## src/rtl/imem_loader_pkg.sv

```systemverilog
// Shared types and constants for the instruction-memory byte-stream loader.
// The optional trailing checksum is enabled with IMEM_LOADER_CHECKSUM_EN.
package imem_loader_pkg;

   typedef logic [31:0] logic32;

   typedef enum logic [2:0] {
      IDLE,
      LEN_HI,
      LEN_LO,
      PAYLOAD,
      CHECK,
      DONE
   } loader_state_t;

   localparam logic [7:0] LOADER_START_BYTE = 8'hA5;

   // True when a requested word count does not fit in a 2^aw-word memory.
   function automatic logic count_exceeds(input logic [15:0] n, input int unsigned aw);
      return {1'b0, n} > (17'd1 << aw);
   endfunction

endpackage

```

## src/rtl/imem_loader_byte_packer.sv

```systemverilog
// Big-endian byte-to-word packer: three bytes are buffered and the fourth
// completes the word combinationally alongside a one-cycle word_valid.
module byte_packer
   import imem_loader_pkg::*;
(
   input  logic       clk,
   input  logic       rst_n,
   input  logic       clear,
   input  logic       shift_en,
   input  logic [7:0] data_in,
   output logic       word_valid,
   output logic32     word
);

   logic [23:0] shift_reg;
   logic [1:0]  cnt_reg;

   always_ff @(posedge clk or negedge rst_n) begin
      if (!rst_n) begin
         shift_reg <= '0;
         cnt_reg   <= '0;
      end else if (clear) begin
         shift_reg <= '0;
         cnt_reg   <= '0;
      end else if (shift_en) begin
         shift_reg <= {shift_reg[15:0], data_in};
         cnt_reg   <= cnt_reg + 2'd1;
      end
   end

   assign word_valid = shift_en && (cnt_reg == 2'd3);
   assign word       = {shift_reg, data_in};

endmodule

```

## src/rtl/imem_loader.sv

```systemverilog
// Framed byte-stream loader that writes big-endian words into instruction memory
// and holds the core in reset while loading. Checksum byte: IMEM_LOADER_CHECKSUM_EN.
module imem_loader
   import imem_loader_pkg::*;
#(
   parameter int ADDR_WIDTH = 6,
   parameter int BASE_ADDR  = 0
) (
   input  logic                  clk,
   input  logic                  rst_n,
   input  logic                  in_valid,
   input  logic [7:0]            in_data,
   output logic                  in_ready,
   output logic                  imem_we,
   output logic [ADDR_WIDTH-1:0] imem_addr,
   output logic [31:0]           imem_wd,
   output logic                  cpu_hold,
   output logic                  done,
   output logic                  error
);

   localparam logic [ADDR_WIDTH-1:0] BASE = ADDR_WIDTH'(BASE_ADDR);
`ifdef IMEM_LOADER_CHECKSUM_EN
   localparam loader_state_t FINAL_STATE = CHECK;
`else
   localparam loader_state_t FINAL_STATE = DONE;
`endif

   loader_state_t         state_reg, state_next;
   logic [7:0]            len_hi_reg;
   logic [15:0]           len_reg;
   logic [15:0]           word_idx_reg;
   logic                  cpu_hold_reg;
   logic                  error_reg;
   logic                  we_reg;
   logic [ADDR_WIDTH-1:0] addr_reg;
   logic32                wd_reg;

   logic        accept;
   logic        frame_start;
   logic        set_error;
   logic        clear_hold;
   logic        shift_en;
   logic        word_valid;
   logic32      word;
   logic [15:0] len_in;
   logic        last_word;
`ifdef IMEM_LOADER_CHECKSUM_EN
   logic [7:0]  xor_reg;
`endif

   assign in_ready  = (state_reg != DONE);
   assign done      = (state_reg == DONE);
   assign accept    = in_valid && in_ready;
   assign len_in    = {len_hi_reg, in_data};
   assign last_word = (word_idx_reg == len_reg - 16'd1);

   byte_packer u_packer (
      .clk        (clk),
      .rst_n      (rst_n),
      .clear      (frame_start),
      .shift_en   (shift_en),
      .data_in    (in_data),
      .word_valid (word_valid),
      .word       (word)
   );

   always_ff @(posedge clk or negedge rst_n) begin
      if (!rst_n) begin
         state_reg <= IDLE;
      end else begin
         state_reg <= state_next;
      end
   end

   always_comb begin
      state_next  = state_reg;
      frame_start = 1'b0;
      set_error   = 1'b0;
      shift_en    = 1'b0;
      case (state_reg)
         IDLE: begin
            if (accept && in_data == LOADER_START_BYTE) begin
               state_next  = LEN_HI;
               frame_start = 1'b1;
            end
         end
         LEN_HI: begin
            if (accept) state_next = LEN_LO;
         end
         LEN_LO: begin
            if (accept) begin
               if (count_exceeds(len_in, ADDR_WIDTH)) begin
                  state_next = IDLE;
                  set_error  = 1'b1;
               end else if (len_in == 16'd0) begin
                  state_next = FINAL_STATE;
               end else begin
                  state_next = PAYLOAD;
               end
            end
         end
         PAYLOAD: begin
            shift_en = accept;
            if (word_valid && last_word) state_next = FINAL_STATE;
         end
`ifdef IMEM_LOADER_CHECKSUM_EN
         CHECK: begin
            if (accept) begin
               if (in_data == xor_reg) begin
                  state_next = DONE;
               end else begin
                  state_next = IDLE;
                  set_error  = 1'b1;
               end
            end
         end
`endif
         DONE: state_next = IDLE;
         default: state_next = IDLE;
      endcase
      // Hold drops together with the done pulse or on any abort.
      clear_hold = set_error || (state_next == DONE && state_reg != DONE);
   end

   always_ff @(posedge clk or negedge rst_n) begin
      if (!rst_n) begin
         len_hi_reg   <= '0;
         len_reg      <= '0;
         word_idx_reg <= '0;
         cpu_hold_reg <= 1'b0;
         error_reg    <= 1'b0;
         we_reg       <= 1'b0;
         addr_reg     <= BASE;
         wd_reg       <= '0;
      end else begin
         we_reg <= word_valid;
         if (word_valid) begin
            wd_reg       <= word;
            addr_reg     <= BASE + word_idx_reg[ADDR_WIDTH-1:0];
            word_idx_reg <= word_idx_reg + 16'd1;
         end
         if (frame_start) begin
            cpu_hold_reg <= 1'b1;
            error_reg    <= 1'b0;
            word_idx_reg <= '0;
         end else if (clear_hold) begin
            cpu_hold_reg <= 1'b0;
         end
         if (set_error) error_reg <= 1'b1;
         if (state_reg == LEN_HI && accept) len_hi_reg <= in_data;
         if (state_reg == LEN_LO && accept) len_reg <= len_in;
      end
   end

`ifdef IMEM_LOADER_CHECKSUM_EN
   always_ff @(posedge clk or negedge rst_n) begin
      if (!rst_n) begin
         xor_reg <= '0;
      end else if (frame_start) begin
         xor_reg <= '0;
      end else if (shift_en) begin
         xor_reg <= xor_reg ^ in_data;
      end
   end
`endif

   assign imem_we   = we_reg;
   assign imem_addr = addr_reg;
   assign imem_wd   = wd_reg;
   assign cpu_hold  = cpu_hold_reg;
   assign error     = error_reg;

endmodule

```

## config.mk

```make
export PLATFORM = sky130hd
export DESIGN_NAME = imem_loader
export DESIGN_NICKNAME = d
export VERILOG_FILES = /design/src/rtl/imem_loader_pkg.sv /design/src/rtl/imem_loader_byte_packer.sv /design/src/rtl/imem_loader.sv
export SDC_FILE = /design/constraint.sdc
export NUM_CORES = 1
export LEC_CHECK = 0
export ABC_AREA = 1
export BUFFER_PORTS_ARGS = -buffer_cell sky130_fd_sc_hd__clkbuf_2
export CORE_ASPECT_RATIO = 0.5
export CORE_MARGIN = 3
export CORE_UTILIZATION = 40
export CTS_BUF_LIST = sky130_fd_sc_hd__clkbuf_4 sky130_fd_sc_hd__clkbuf_8
export DETAILED_ROUTE_END_ITERATION = 16
export GPL_TIMING_DRIVEN = 0
export HOLD_SLACK_MARGIN = 0.12
export PLACE_DENSITY_LB_ADDON = 0.15
export SYNTH_ARGS = -nofsm -noshare
export SYNTH_HDL_FRONTEND = slang
export SYNTH_SLANG_ARGS = --single-unit
```

## constraint.sdc

```tcl
create_clock -name clk -period 2.3 [get_ports clk]
set_input_delay 0.23 -clock clk [delete_from_list [all_inputs] [get_ports clk]]
set_output_delay 0.23 -clock clk [all_outputs]
set_load 0.01 [all_outputs]
```

==> out/qor.yml <==
synth:
  synthesis.area_per_instance_um2: 8.08
  post-synth-top-area-cell: "sky130_fd_sc_hd__dfrtp_1"
  yosys-top-cells-area: "sky130_fd_sc_hd__dfrtp_1 (52%), sky130_fd_sc_hd__nand2_1 (14%), sky130_fd_sc_hd__inv_1 (6.0%), sky130_fd_sc_hd__o21ai_0 (4.8%), sky130_fd_sc_hd__nor2_1 (4.0%)"
  mappedNetlistArea_mm2: 0.00530
  synth_edf_count: 0
  ffs_latches_synth: 110
  synth.cells.most_frequent: "sky130_fd_sc_hd__nand2_1 (195), sky130_fd_sc_hd__dfrtp_1 (110), sky130_fd_sc_hd__inv_1 (85)"
  async_reset_ff_frac: 1.00
  postSynthNetCount: 670
  yosys_warnings: 0
  post-synth-top-area-fraction: 0.520
  synth.lib_cells_used.distinct: 37
  synth_ff_type: "sky130_fd_sc_hd__dfrtp_1"
  synth_most_common_cell: "sky130_fd_sc_hd__nand2_1"
  post_synth_inst_count: 656
  synth_sequential_area_ratio: 0.520
clock_tree:
  cts_root_buf: "sky130_fd_sc_hd__clkbuf_8"
  cts_tree: "built"
  cts-root-to-sink-buffers: 2
  clkSlewWorstSetupHoldPaths_ps: 110
  clkSinkCount: 110
  h-tree-depth: 3
  tritoncts_buffer_count: 9
  insertion_delay_ps: 380
floorplan:
  rows: 29
  initial_core_utilization: 0.414
  core_region_area_mm2: 0.0128
  horiz_die_dim_um: 169
  die_height_um: 87.4
  die_area_mm2: 0.0147
  floorplan.io_pins: 54
worst_setup_path:
  r2r_cells: 11
  cp-start-kind: "register"
  crit_type: "register to register"
  critPathCapture: "cpu_hold$_DFFE_PN0P_"
  rrSetupSlack_ps: 260
  worst-path-max-fanout: 6
  critical_path.reg2reg.endpoint: "cpu_hold$_DFFE_PN0P_"
  timing.rr.start: "len_reg[0]$_DFFE_PN0P_"
  cp_data_required_time_ps: 2570
  critical_path_arrival_ps: 2300
  setup.worst_path.end_class: "register"
  startpoint: "len_reg[0]$_DFFE_PN0P_"
grt:
  antenna_found_initial: 0
  global_route.usage.total: 0.197
  global_route_wire_length_before_repair_mm: 23.0
  first_global_vias: 4435
  grt-ovfl-total: 0
  grt_max_degree: 111
job:
  drv_cap: 0
timing:
  rsz0062_at_grt: "false"
  finClkSkew_ps: 10.6
  final-max-slew-violation-count: 0
  final-hold-violation-count: 0
  post-route-period-util: 0.885
  final_period_minus_worst_setup_slack_ps: 2040
  timing.slew.headroom: 0.545
  totalNegativeSetupSlack_ps: 0
  final-setup-viol-count: 0
  worst_slew_pin_slew_ps: 676
  fmax_mhz: 491
layout:
  number_of_cells_in_the_finished_layout_apart_from_fillers: 897
  largest_register_ffs: 32
  filler_cell_count: 1319
  design.final.nets: 736
  drive_gt1_frac: 0.125
  finish.utilization: 0.470
  areaGrowthSynthToFinish_pct: 13.7
  insertedDiodeCount: 0
power:
  vdd.ir_drop.worst_mv: 0.320
  power.density_cell_area_mw_per_mm2: 612
  leakagePower_uw: 0.00330
hold_path:
  hold_class: "input pin to register"
  hp-start: "in_data[6]"
placed_design:
  dp_hpwl_mm: 9.71
  portBuffers: 53
  place.gp.congestion: 0.857
  placed_cells_incl_taps: 880
route:
  vias: 4439
  avgViaCountPerCell: 4.95
  tritonroute_pass_1_iters: 5
  drt.antenna.violating_nets: 0
  wirelength_mm: 13.5
  route.detailed.wl_per_inst_um: 15.0
  detail_route.drc_violations: 0
  dr.first_iter.drc_count: 279
status:
  status: "complete, no violations"
[what timing repair did]
item	4_1_cts	5_1_grt
endpoints found under the hold margin	110	0
buffers inserted	0	0
hold buffers	1	0
resized for setup	0	2
endpoints found under the setup margin	0	1
[power by group]
part           internal (µW)  total, µW  switching, µW  leakage [µW]
Clock                    439       1170            731     0.0000979
Combinational            146        419            273       0.00178
Sequential              2010       2100           88.4       0.00142
Total                   2590       3680           1090       0.00330
[stage by stage]
stage	hold WS, ps	instance area (µm²)	worst slack (ps)	power (µW)
global placement	457	5780	-679	2530
CTS	136	6020	175	3720
floorplan	-65.6	5300	673	2380
global route	153	6020	44.0	3900
detailed placement	357	5810	195	2550
finish	167	6020	264	3680
[cell type report]
cell class	count	area, µm²	share of cell area
tap	170	213	0.0353
clock buffer	10	131	0.0218
clock inverter	6	68.8	0.0114
inverter	90	338	0.0561
timing repair buffer	55	312	0.0517
buffer	20	81.3	0.0135
multi-input combinational	436	2130	0.353
sequential	110	2750	0.457
[placed cells by master, fill, tap and decap left out, types with 9 or more instances in the layout]
cell	netlist	final
sky130_fd_sc_hd__o21ai_0	51	50
sky130_fd_sc_hd__nand3_1	36	36
sky130_fd_sc_hd__nand4_1	11	11
sky130_fd_sc_hd__nor3_1	9	9
sky130_fd_sc_hd__dfrtp_1	110	110
sky130_fd_sc_hd__clkbuf_8	0	10
sky130_fd_sc_hd__clkbuf_1	12	12
sky130_fd_sc_hd__a21oi_1	9	9
sky130_fd_sc_hd__inv_1	85	85
sky130_fd_sc_hd__nor2_1	56	55
sky130_fd_sc_hd__clkbuf_2	1	53
sky130_fd_sc_hd__nand2_1	195	195
sky130_fd_sc_hd__a22oi_1	21	21
[logic make-up after synthesis]
logic type	share of synthesized area
fa+ha+maj	0.00709
simple gates	0.272
xor+xnor	0.0265
buf+inv	0.0791
flops	0.520
compound gates	0.0959
[worst min-delay path by stage]
| stage | to | slack [ps] | cells past startpoint |
|---|---|---|---|
| 2_1_floorplan | cpu_hold$_DFFE_PN0P_ | -70 | 0 |
| 3_3_place_gp | imem_wd[20]$_DFFE_PN0P_ | 460 | 2 |
| 3_5_place_dp | word_idx_reg[10]$_DFFE_PN0P_ | 360 | 2 |
| 4_1_cts | len_hi_reg[6]$_DFFE_PN0P_ | 140 | 3 |
| 5_1_grt | len_hi_reg[6]$_DFFE_PN0P_ | 150 | 3 |
| 6_report | len_hi_reg[6]$_DFFE_PN0P_ | 170 | 3 |
[critical path, stage by stage (launching register included)]
cell                      delay (ps)
sky130_fd_sc_hd__dfrtp_1         400
sky130_fd_sc_hd__inv_1           120
sky130_fd_sc_hd__ha_1            270
sky130_fd_sc_hd__nand2_1         150
sky130_fd_sc_hd__nor2_1          220
sky130_fd_sc_hd__nand2_1         110
sky130_fd_sc_hd__nand3_1          90
sky130_fd_sc_hd__nand2_1          50
sky130_fd_sc_hd__nor2_1           80
sky130_fd_sc_hd__nand4_1         230
sky130_fd_sc_hd__nand3_1         140
sky130_fd_sc_hd__nand2_1          50
[layer usage]
metal,track usage,routed length (µm),vias up
met5,0,0,-
met2,0.312,5890,89
met4,0.0393,108,0
met3,0.0376,585,8
met1,0.286,6910,2108
li1,-,-,2234
No activity file was read; power rests on OpenSTA's default activity.
